<file path="config.mk">
export PLATFORM = sky130hd
export DESIGN_NAME = packet_assembler
export DESIGN_NICKNAME = d
export VERILOG_FILES = /design/src/rtl/packet_assembler_pkg.sv /design/src/rtl/packet_assembler_flit_shift_reg.sv /design/src/rtl/packet_assembler.sv
export SDC_FILE = /design/constraint.sdc
export NUM_CORES = 1
export LEC_CHECK = 0
export CAP_MARGIN = 20
export CORE_ASPECT_RATIO = 1.5
export CORE_MARGIN = 4
export CORE_UTILIZATION = 42
export DETAILED_ROUTE_END_ITERATION = 16
export GPL_ROUTABILITY_DRIVEN = 0
export PLACE_DENSITY = 0.7
export SLEW_MARGIN = 0
export SYNTH_ARGS = -nofsm -noshare
export SYNTH_HDL_FRONTEND = slang
export SYNTH_SLANG_ARGS = --single-unit
</file>
<file path="constraint.sdc">
create_clock -name clk -period 3.36 [get_ports clk]
set_clock_uncertainty 0.1 [all_clocks]
set_input_delay 0.84 -clock clk [delete_from_list [all_inputs] [get_ports clk]]
set_output_delay 0.84 -clock clk [all_outputs]
set_load 0.01 [all_outputs]
</file>
<file path="src/rtl/packet_assembler_pkg.sv">
// Shared NoC defaults and receive-FSM encoding.
// Used by the ejection assembler and port controller.
package packet_assembler_pkg;

  localparam int FLIT_SIZE_D    = 4;
  localparam int PACKET_SIZE_D  = 32;
  localparam int ADDRESS_SIZE_D = 16;

  typedef enum logic [1:0] {
    IDLE         = 2'd0,
    RECV_ADDR    = 2'd1,
    RECV_PAYLOAD = 2'd2
  } state_t;

endpackage

</file>
<file path="src/rtl/packet_assembler_flit_shift_reg.sv">
// Flit shift register: first flit shifted in
// ends up in the MSBs after a full packet.
module flit_shift_reg #(
  parameter int FLIT_SIZE   = 4,
  parameter int PACKET_SIZE = 32
) (
  input  logic                   clk,
  input  logic                   reset,
  input  logic                   shift_en,
  input  logic [FLIT_SIZE-1:0]   flit_in,
  output logic [PACKET_SIZE-1:0] data_out
);

  localparam int KEEP = PACKET_SIZE - FLIT_SIZE;

  // shift one flit in from the LSB side
  always_ff @(posedge clk) begin
    if (reset)
      data_out <= '0;
    else if (shift_en)
      data_out <= {data_out[KEEP-1:0], flit_in};
  end

endmodule

</file>
<file path="src/rtl/packet_assembler.sv">
// Ejection-side packet assembler: flit stream in,
// whole packet out through a valid/ready holding register.
module packet_assembler
  import packet_assembler_pkg::*;
#(
  parameter int FLIT_SIZE    = FLIT_SIZE_D,
  parameter int PACKET_SIZE  = PACKET_SIZE_D,
  parameter int ADDRESS_SIZE = ADDRESS_SIZE_D
) (
  input  logic                    clk,
  input  logic                    reset,
  input  logic [FLIT_SIZE-1:0]    flit_in,
  input  logic                    flit_valid,
  output logic                    stall,
  output logic                    header_valid,
  output logic [ADDRESS_SIZE-1:0] header_addr,
  output logic                    packet_valid,
  input  logic                    packet_ready,
  output logic [PACKET_SIZE-1:0]  packet_out,
  output logic [ADDRESS_SIZE-1:0] address_out,
  output logic [PACKET_SIZE-ADDRESS_SIZE-1:0] payload_out,
  output logic                    proto_err
);

  localparam int ADDR_FLITS = ADDRESS_SIZE / FLIT_SIZE;
  localparam int FLIT_NUM   = PACKET_SIZE / FLIT_SIZE;
  localparam int CNT_W      = $clog2(FLIT_NUM);
  localparam int PAY_SIZE   = PACKET_SIZE - ADDRESS_SIZE;

  localparam logic [CNT_W-1:0] ADDR_LAST =
    CNT_W'(ADDR_FLITS - 1);
  localparam logic [CNT_W-1:0] FLIT_LAST =
    CNT_W'(FLIT_NUM - 1);

  state_t                   state;
  state_t                   state_nxt;
  logic [CNT_W-1:0]         cnt;
  logic [PACKET_SIZE-1:0]   sreg;
  logic [PACKET_SIZE-1:0]   hold;
  logic [ADDRESS_SIZE-1:0]  hdr_nxt;
  logic                     shift_en;
  logic                     drop;
  logic                     hdr_hit;
  logic                     last_hit;
  logic                     load_q;
  logic                     hold_v;

  flit_shift_reg #(
    .FLIT_SIZE   (FLIT_SIZE),
    .PACKET_SIZE (PACKET_SIZE)
  ) u_sreg (
    .clk      (clk),
    .reset    (reset),
    .shift_en (shift_en),
    .flit_in  (flit_in),
    .data_out (sreg)
  );

  // address as it will sit in sreg after this shift
  if (ADDRESS_SIZE == FLIT_SIZE) begin : g_hdr_one
    assign hdr_nxt = flit_in;
  end else begin : g_hdr_many
    assign hdr_nxt =
      {sreg[ADDRESS_SIZE-FLIT_SIZE-1:0], flit_in};
  end

  // state register
  always_ff @(posedge clk) begin
    if (reset)
      state <= IDLE;
    else
      state <= state_nxt;
  end

  // next-state: advance on flit count boundaries
  always_comb begin
    state_nxt = state;
    unique case (state)
      IDLE: begin
        if (flit_valid && !stall)
          state_nxt = (ADDR_FLITS == 1) ?
            RECV_PAYLOAD : RECV_ADDR;
      end
      RECV_ADDR: begin
        if (flit_valid && cnt == ADDR_LAST)
          state_nxt = RECV_PAYLOAD;
      end
      RECV_PAYLOAD: begin
        if (flit_valid && cnt == FLIT_LAST)
          state_nxt = IDLE;
      end
      default: state_nxt = IDLE;
    endcase
  end

  // outputs: accept/drop decisions per state
  always_comb begin
    shift_en = 1'b0;
    drop     = 1'b0;
    unique case (state)
      IDLE: begin
        shift_en = flit_valid && !stall;
        drop     = flit_valid && stall;
      end
      RECV_ADDR,
      RECV_PAYLOAD: shift_en = flit_valid;
      default: ;
    endcase
    hdr_hit  = shift_en && (cnt == ADDR_LAST);
    last_hit = shift_en && (state == RECV_PAYLOAD) &&
               (cnt == FLIT_LAST);
  end

  // flit counter, cleared when the packet completes
  always_ff @(posedge clk) begin
    if (reset || last_hit)
      cnt <= '0;
    else if (shift_en)
      cnt <= cnt + 1'b1;
  end

  // header capture and protocol error pulses
  always_ff @(posedge clk) begin
    if (reset) begin
      header_valid <= 1'b0;
      header_addr  <= '0;
      proto_err    <= 1'b0;
    end else begin
      header_valid <= hdr_hit;
      proto_err    <= drop;
      if (hdr_hit)
        header_addr <= hdr_nxt;
    end
  end

  // copy sreg to holding one cycle after the last flit
  always_ff @(posedge clk) begin
    if (reset) begin
      load_q <= 1'b0;
      hold_v <= 1'b0;
      hold   <= '0;
    end else begin
      load_q <= last_hit;
      if (load_q) begin
        hold   <= sreg;
        hold_v <= 1'b1;
      end else if (hold_v && packet_ready) begin
        hold_v <= 1'b0;
      end
    end
  end

  // copy cycle also stalls so no header races the load
  assign stall        = hold_v | load_q;
  assign packet_valid = hold_v;
  assign packet_out   = hold;
  assign address_out  =
    hold[PACKET_SIZE-1 -: ADDRESS_SIZE];
  assign payload_out  = hold[PAY_SIZE-1:0];

endmodule

</file>
### Word-level counts from Yosys, hierarchy flattened

Index checks and enable logic that the tools add are counted.
W data, S select, Z words.

* reduce and logical (&&, ||, !) cells: 15
* bitwise operators: 2
* add/subtract/negate cells: 1
* equal/unequal tests: 7
* muxes and demuxes: 7

Operator list (count)
* $logic_and A1 B1 Y1: 8
* $mux W2: 3
* $ne A2 B2 Y1 const B: 3
* $pmux W2 S3: 1
* $reduce_or A2 Y1: 2
* $add A3 B1 Y3 const B: 1
* $eq A3 B2 Y1 const B: 1
* $eq A3 B3 Y1 const B: 1
* $reduce_and A3 Y1: 1
* $eq A2 B1 Y1 const B: 1
* $eq A2 B2 Y1 const B: 1
* $logic_not A2 Y1: 1
* $mux W1: 2
* $pmux W1 S2: 1
* $reduce_bool A2 Y1: 1
* $logic_not A1 Y1: 1
* $logic_or A1 B1 Y1: 1
* $not A1 Y1: 1
* $or A1 B1 Y1: 1

* output and inout bits: 84
* input port bits: 8
* register bits: 89

### Depth between registers and ports, before layout

* depth after elaboration: 7
* gate-level depth with buffers: 7
* gate-level depth less buffers: 5

### By module

Synthesis repeated with hierarchy kept, for this count alone.

* cells, all modules: 363
* area, all modules: 3746.1 µm²

Modules (own cells, without submodules)
* packet_assembler: cells an instance 260, times used 1, area an instance 2582.5 µm²
* flit_shift_reg: cells an instance 103, times used 1, area an instance 1163.6 µm²

### Least setup slack after synthesis

Ideal clock, no wire load.

* path type: input-to-reg
* start point: in flit_valid
* end point: reg state[0]
* cell stages on the path: 3
* setup slack: 1.397 ns
* arrival: 1.791 ns
* cells stage by stage: or3b_1 -> a222oi_1 -> mux2i_1

* cells in the longest elaborated chain, start to end: 3

Ends and longest elaborated chain
* start: declaration: line packet_assembler.sv:13 `input logic flit_valid,`
* $logic_and A1 B1 Y1 (on tied branches): line packet_assembler.sv:80, packet_assembler.sv:85, packet_assembler.sv:89
* $ne A2 B2 Y1 (no source line)
* $reduce_and A3 Y1 (no source line) (*)
* end signal: assignment: line packet_assembler.sv:72 `state <= state_nxt;`
* end: declaration: line packet_assembler.sv:35 `state_t state;`

Mark *: on every way between the ends. The rest lies on a longest branch, timed or not.
A chain may end at the register's enable or synchronous reset.

### Worst setup path in the final report

* start point: reg hold_v, in the netlist packet_valid
* end point: out stall

* cells in the longest elaborated chain, start to end: 1

Ends and longest elaborated chain
* start: declaration: line packet_assembler.sv:46 `logic hold_v;`
* start signal: assignment: line packet_assembler.sv:140 `hold_v <= 1'b0;`
* start signal: assignment: line packet_assembler.sv:146 `hold_v <= 1'b1;`
* start signal: assignment: line packet_assembler.sv:148 `hold_v <= 1'b0;`
* $or A1 B1 Y1: line packet_assembler.sv:154 `assign stall = hold_v | load_q;`
* end: declaration: line packet_assembler.sv:14 `output logic stall,`

No other way between the ends.

==> impl_results.md <==
* I/O Buffers at 91
* DRT iter0 DRCs at 96
* Mapped Nets at 366
* Tightest Hold Check Type: reg -> reg
* Synth warnings at 0
* Worst skew pair latency at 330 ps
* Unrepaired setup endpoints after global routing: false
* Die height at 123 um
* Post-CTS setup buffers at 0
* Layout Nets at 420
* Reg2Reg Depth at 6
* Ports at 92
* Largest net degree at the start of global routing at 37
* Initial Util at 0.437
* RR Startpoint: state[0]
* Rel. slew slack at 0.450
* Syn-to-layout area delta at 28.2%
* Clock sinks at 89
* Vias in the first global route at 2411
* Vias per inst at 4.74
* Crit path to: stall
* Placed cells at 500
* Die X-Extent at 84.9 um
* Core area at 0.00852 mm2
* Clk root buf: clkbuf_16
* WL per Instance at 13.8 um
* Fin crit period at 2400 ps
* Num CTS Buffers at 9
* Met3 Use GR at 0.0440
* Final Max Slew Viols at 0
* Number of remaining DRC errors at 0
* Highest clock rate at 416 MHz
* Cts hold-fix bufs at 0
* Ant. Diodes at 0
* Worst Setup SP: packet_valid
* Final Cycle Share at 0.715
* Setup violators final at 0
* Final non-filler cell total at 516
* Die area at 0.0105 mm2
* Mapped Avg Cell Area at 10.6 um2
* Total Neg Setup Slack at 0 ps
* Flop2flop setup slack at 1140 ps
* Most Used Layer, Global Route: met2
* DR pass1 iterations at 4
* DP HPWL at 4.95 mm
* Reg clk slew, reported paths at 60 ps
* Row count at 41
* Synth Instances at 350
* WP data arrival at 1460 ps
* CP Max Fanout at 5
* Leakage at 1.75 nW
* Mapped cell area at 0.00372 mm2
* Initial antenna violation count at 0
* Sequential area share after synthesis at 0.478
* Tot GR Track Use at 0.142
* CTS resizes at 0
* Post-DRT Antenna Nets at 0
* WL final at 7.10 mm
* Count of final hold-check violations at 0
* Met2 usage at 0.241
* Type of the worst setup path: reg -> out
* CP startpoint kind: register
* Power Dens Cells at 536 mW/mm2
* RR Endpoint: u_sreg.data_out[19]
* CTS tree: built
* Worst VDD drop at 281 uV
* First-pass GRT wire length at 11.8 mm
* Synth Register Bits at 89
* Vias at 2446
* Max-cap violations at 0
* Total gr overflow at 0
* Critical path endpoint category: primary output
* Status: finished clean
* Fraction of layout cells with a size suffix above 1 at 0.0611
* Yosys cell types at 25
* Slew of the pin with the lowest slew margin at 825 ps
* Clock Path Buffers at 2
* Met1 Usage GRT at 0.164
* Htree depth at 3
* CP required at 2420 ps
[layout make-up]
type | instances | area, um2
Fill cell | 792 | 3740
Sequential cell | 89 | 1780
Multi-Input combinational cell | 204 | 1570
Timing Repair Buffer | 96 | 956
Clock buffer | 10 | 229
Tap cell | 107 | 134
Clock inverter | 6 | 91.3
Inverter | 4 | 15.0
[synthesized netlist by cell type]
cell type   n  share of area
a21oi_1     1         0.0013
a222oi_1    1         0.0027
and4b_1     1         0.0027
buf_2       4         0.0054
buf_4      33          0.067
buf_6       5          0.015
clkbuf_1   11          0.011
dfxtp_1    89           0.48
ha_1        8          0.027
inv_1       4         0.0040
mux2i_1    84           0.23
nand2_1     4         0.0040
nand2b_1   58          0.097
nand3b_1    1         0.0020
nor2_1     35          0.035
nor2b_1     1         0.0017
nor3_1      1         0.0013
nor3b_1     2         0.0040
o2111ai_1   1         0.0024
o211a_1     1         0.0027
o21a_1      1         0.0020
o21ai_1     1         0.0013
o31ai_1     1         0.0020
or2_2       1         0.0017
or3b_1      1         0.0024
[flip-flops by register name, summed over array words and instances (netlist names)]
name / cells
header_addr: 16
state: 2
cnt: 3
packet_out: 32
u_sreg.data_out: 32
header_valid: 1
packet_valid: 1
load_q: 1
proto_err: 1
[cells in the final DEF (no fill, tap or decap), drive strengths merged]
| master | n |
|---|---|
| a21oi | 1 |
| a222oi | 1 |
| and4b | 1 |
| buf | 6 |
| bufinv | 2 |
| clkbuf | 10 |
| clkdlybuf4s50 | 90 |
| clkinv | 3 |
| dfxtp | 89 |
| ha | 8 |
| inv | 5 |
| mux2i | 84 |
| nand2 | 4 |
| nand2b | 58 |
| nand3b | 1 |
| nor2 | 35 |
| nor2b | 1 |
| nor3 | 1 |
| nor3b | 2 |
| o2111ai | 1 |
| o211a | 1 |
| o21a | 1 |
| o21ai | 1 |
| o31ai | 1 |
| or2 | 1 |
| or3b | 1 |
[kinds of logic (layout without fill, tap and decap cells)]
family	Yosys count	in the layout	share of synthesized area
buf+inv	57	116	0.102
simple gates	105	105	0.153
compound gates	7	7	0.0144
flops	89	89	0.478
mux	84	84	0.226
fa+ha+maj	8	8	0.0269
[where the power goes]
part | switching (W) | internal (W)
logic | 0.000202 | 0.000177
clock network | 0.000405 | 0.000655
registers | 0.0000275 | 0.00110
total | 0.000634 | 0.00193
[how the worst min path moves through the flow]
stage / from / end / slack (ps) / cells after the start
global placement: header_addr[9] / header_addr[9] / 360 / 2
global route: header_addr[1] / header_addr[1] / 400 / 2
CTS: u_sreg.data_out[29] / u_sreg.data_out[29] / 380 / 2
detailed placement: header_addr[1] / header_addr[1] / 360 / 2
floorplan: u_sreg.data_out[28] / u_sreg.data_out[28] / 350 / 2
finish: header_addr[1] / header_addr[1] / 380 / 2
[through the flow]
step                      setup slack [ps]  cell area, um2   util  hold slack, ps  total power [W]
after global routing                   825            4780  0.561             396          0.00268
final                                  957            4780  0.561             378          0.00256
after detailed placement               587            4460  0.523             360          0.00153
after CTS                              939            4780  0.561             378          0.00259
after floorplan                       1400            3720      -             348          0.00145
after global placement                 651            4460  0.523             360          0.00152
[worst max-delay path, stage by stage (launching register included)]
cell and delay [ps]:
dfxtp_1 340, or2_2 310, clkdlybuf4s50_1 490
[per-layer routing]
layer,part of all wire,vias to the layer above
li1,-,1227
met1,0.44,1144
met2,0.50,65
met3,0.049,10
met4,0.016,0
met5,0,-
Note: power is estimated with default switching activity, not from simulation.
==> variant, RTL diff (config.mk and constraints unchanged) <==
Reset style: asynchronous (`reset`), changed in 4 clocked blocks.
--- a/src/rtl/packet_assembler_flit_shift_reg.sv
+++ b/src/rtl/packet_assembler_flit_shift_reg.sv
@@ -14,7 +14,7 @@
   localparam int KEEP = PACKET_SIZE - FLIT_SIZE;
 
   // shift one flit in from the LSB side
-  always_ff @(posedge clk) begin
+  always_ff @(posedge clk or posedge reset) begin
     if (reset)
       data_out <= '0;
     else if (shift_en)
--- a/src/rtl/packet_assembler.sv
+++ b/src/rtl/packet_assembler.sv
@@ -65,7 +65,7 @@
   end
 
   // state register
-  always_ff @(posedge clk) begin
+  always_ff @(posedge clk or posedge reset) begin
     if (reset)
       state <= IDLE;
     else
@@ -120,7 +120,7 @@
   end
 
   // header capture and protocol error pulses
-  always_ff @(posedge clk) begin
+  always_ff @(posedge clk or posedge reset) begin
     if (reset) begin
       header_valid <= 1'b0;
       header_addr  <= '0;
@@ -134,7 +134,7 @@
   end
 
   // copy sreg to holding one cycle after the last flit
-  always_ff @(posedge clk) begin
+  always_ff @(posedge clk or posedge reset) begin
     if (reset) begin
       load_q <= 1'b0;
       hold_v <= 1'b0;
Function: differs if reset is asserted again (counterexample within 10 cycles, from zero or initial values and one cycle with reset high); with reset held inactive, the same outputs for 10 cycles.
==> variant against the unedited design <==
Sequential cell count is the same; count of clock-buffer cells in the layout grew 2; setup slack lost 0.084 ns; sequential share of layout area grew 7.4 points; largest cell class unchanged; synthesized cell count shrank 28%; synthesized area grew 4.2%; wire length shrank 6.1%; cell area grew 3.6%.
Power is not compared: it rests on default switching activity, and its combinational part moved more than twofold at a synthesized area within 25%.
==> variant: results (changes against the unedited design) <==
Worst setup path
  – WP data arrival: 1.55 ns (was 1.46 ns)
  – CP max FO: 4 (was 5)

Synth
  – Ys async rst share: 96.6% (was 0%)
  – Syn_area_per_cell: 15.5 sq um (was 10.6 sq um)
  – Synth Area in Adders: 2.26% (was 2.69%)
  – Post-synth top cells: 86 x dfrtp_1, 46 x mux2_2, 35 x mux2_4 (was 89 x dfxtp_1, 84 x mux2i_1, 58 x nand2b_1)
  – Post-synthesis sequential area ratio: 57.0% (was 47.8%)
  – Synth Area in Compound Gates: 2.10% (was 1.44%)
  – Syn nets: 266 (was 366)
  – Synth top area cells: dfrtp_1 55%, mux2_4 14%, mux2_2 13% (was dfxtp_1 48%, mux2i_1 23%, nand2b_1 9.7%)

Drt
  – DRT met1 WL: 2.93 mm (was 3.10 mm)
  – Via count: 2,126 (was 2,446)
  – First drt pass iteration count: 2 (was 4)

Final layout
  – Seq area share: 44.7% (was 37.3%)
  – Buffering overhead: 19.4% (was 20.0%)
  – FILL cells: 772 (was 792)
  – Post-layout nets: 331 (was 420)
  – Fraction of area in multi-input gates: 26.9% (was 32.8%)
  – Finished Layout Cells: 430 (was 516)
  – Multi-input gates: 115 (was 204)
  – Share of layout cells above drive strength 1: 31.6% (was 6.11%)
  – Fin area: 4950 sq um (was 4780 sq um)

Global routing
  – Vias in the first global route: 2,245 (was 2,411)
  – First-pass GRT wire length: 11.1 mm (was 11.8 mm)
  – GR Layer Usage met2: 20.1% (was 24.1%)
  – Met3 Track Usage GR: 2.75% (was 4.40%)
  – GRT Resource Usage Total: 13.0% (was 14.2%)

Place
  – Placed Cells: 415 (was 500)
  – DP Area: 4670 sq um (was 4460 sq um)

STA
  – Worst-margin pin slew: 0.806 ns (was 0.825 ns)

Floorplanning
  – N_taps: 110 (was 107)

Run status
  – Status: complete, no violations (unchanged)
-- variant: final timing paths --
kind                            cells after the start                  from  slack (ns)                              end
max in group asynchronous                           3                 reset        1.73  u_sreg.data_out[25]$_DFFE_PP0P_
worst max register to register                      6  state[1]$_DFFE_PP0P_        0.97  u_sreg.data_out[28]$_DFFE_PP0P_
worst min register to register                      2   cnt[2]$_SDFFE_PP0P_        0.38              cnt[2]$_SDFFE_PP0P_
worst min-delay path                                2   cnt[2]$_SDFFE_PP0P_        0.38              cnt[2]$_SDFFE_PP0P_
worst max-delay path                                2      load_q$_DFF_PP0_        0.87                            stall
min in group asynchronous                           2                 reset        0.75         packet_valid$_DFFE_PP0P_
-- variant: logic make-up after synthesis --
group / count (synthesis)
AOI/OAI and AO/OA: 8
and+or+nand+nor: 16
DFF: 89
adders and majority gates: 7
muxes: 84
buffers and inverters: 47
-- variant: report_power, final --
| part | internal, uW | switching, uW |
|---|---|---|
| registers | 1350 | 227 |
| clock network | 571 | 369 |
| logic | 583 | 281 |
| total | 2500 | 877 |
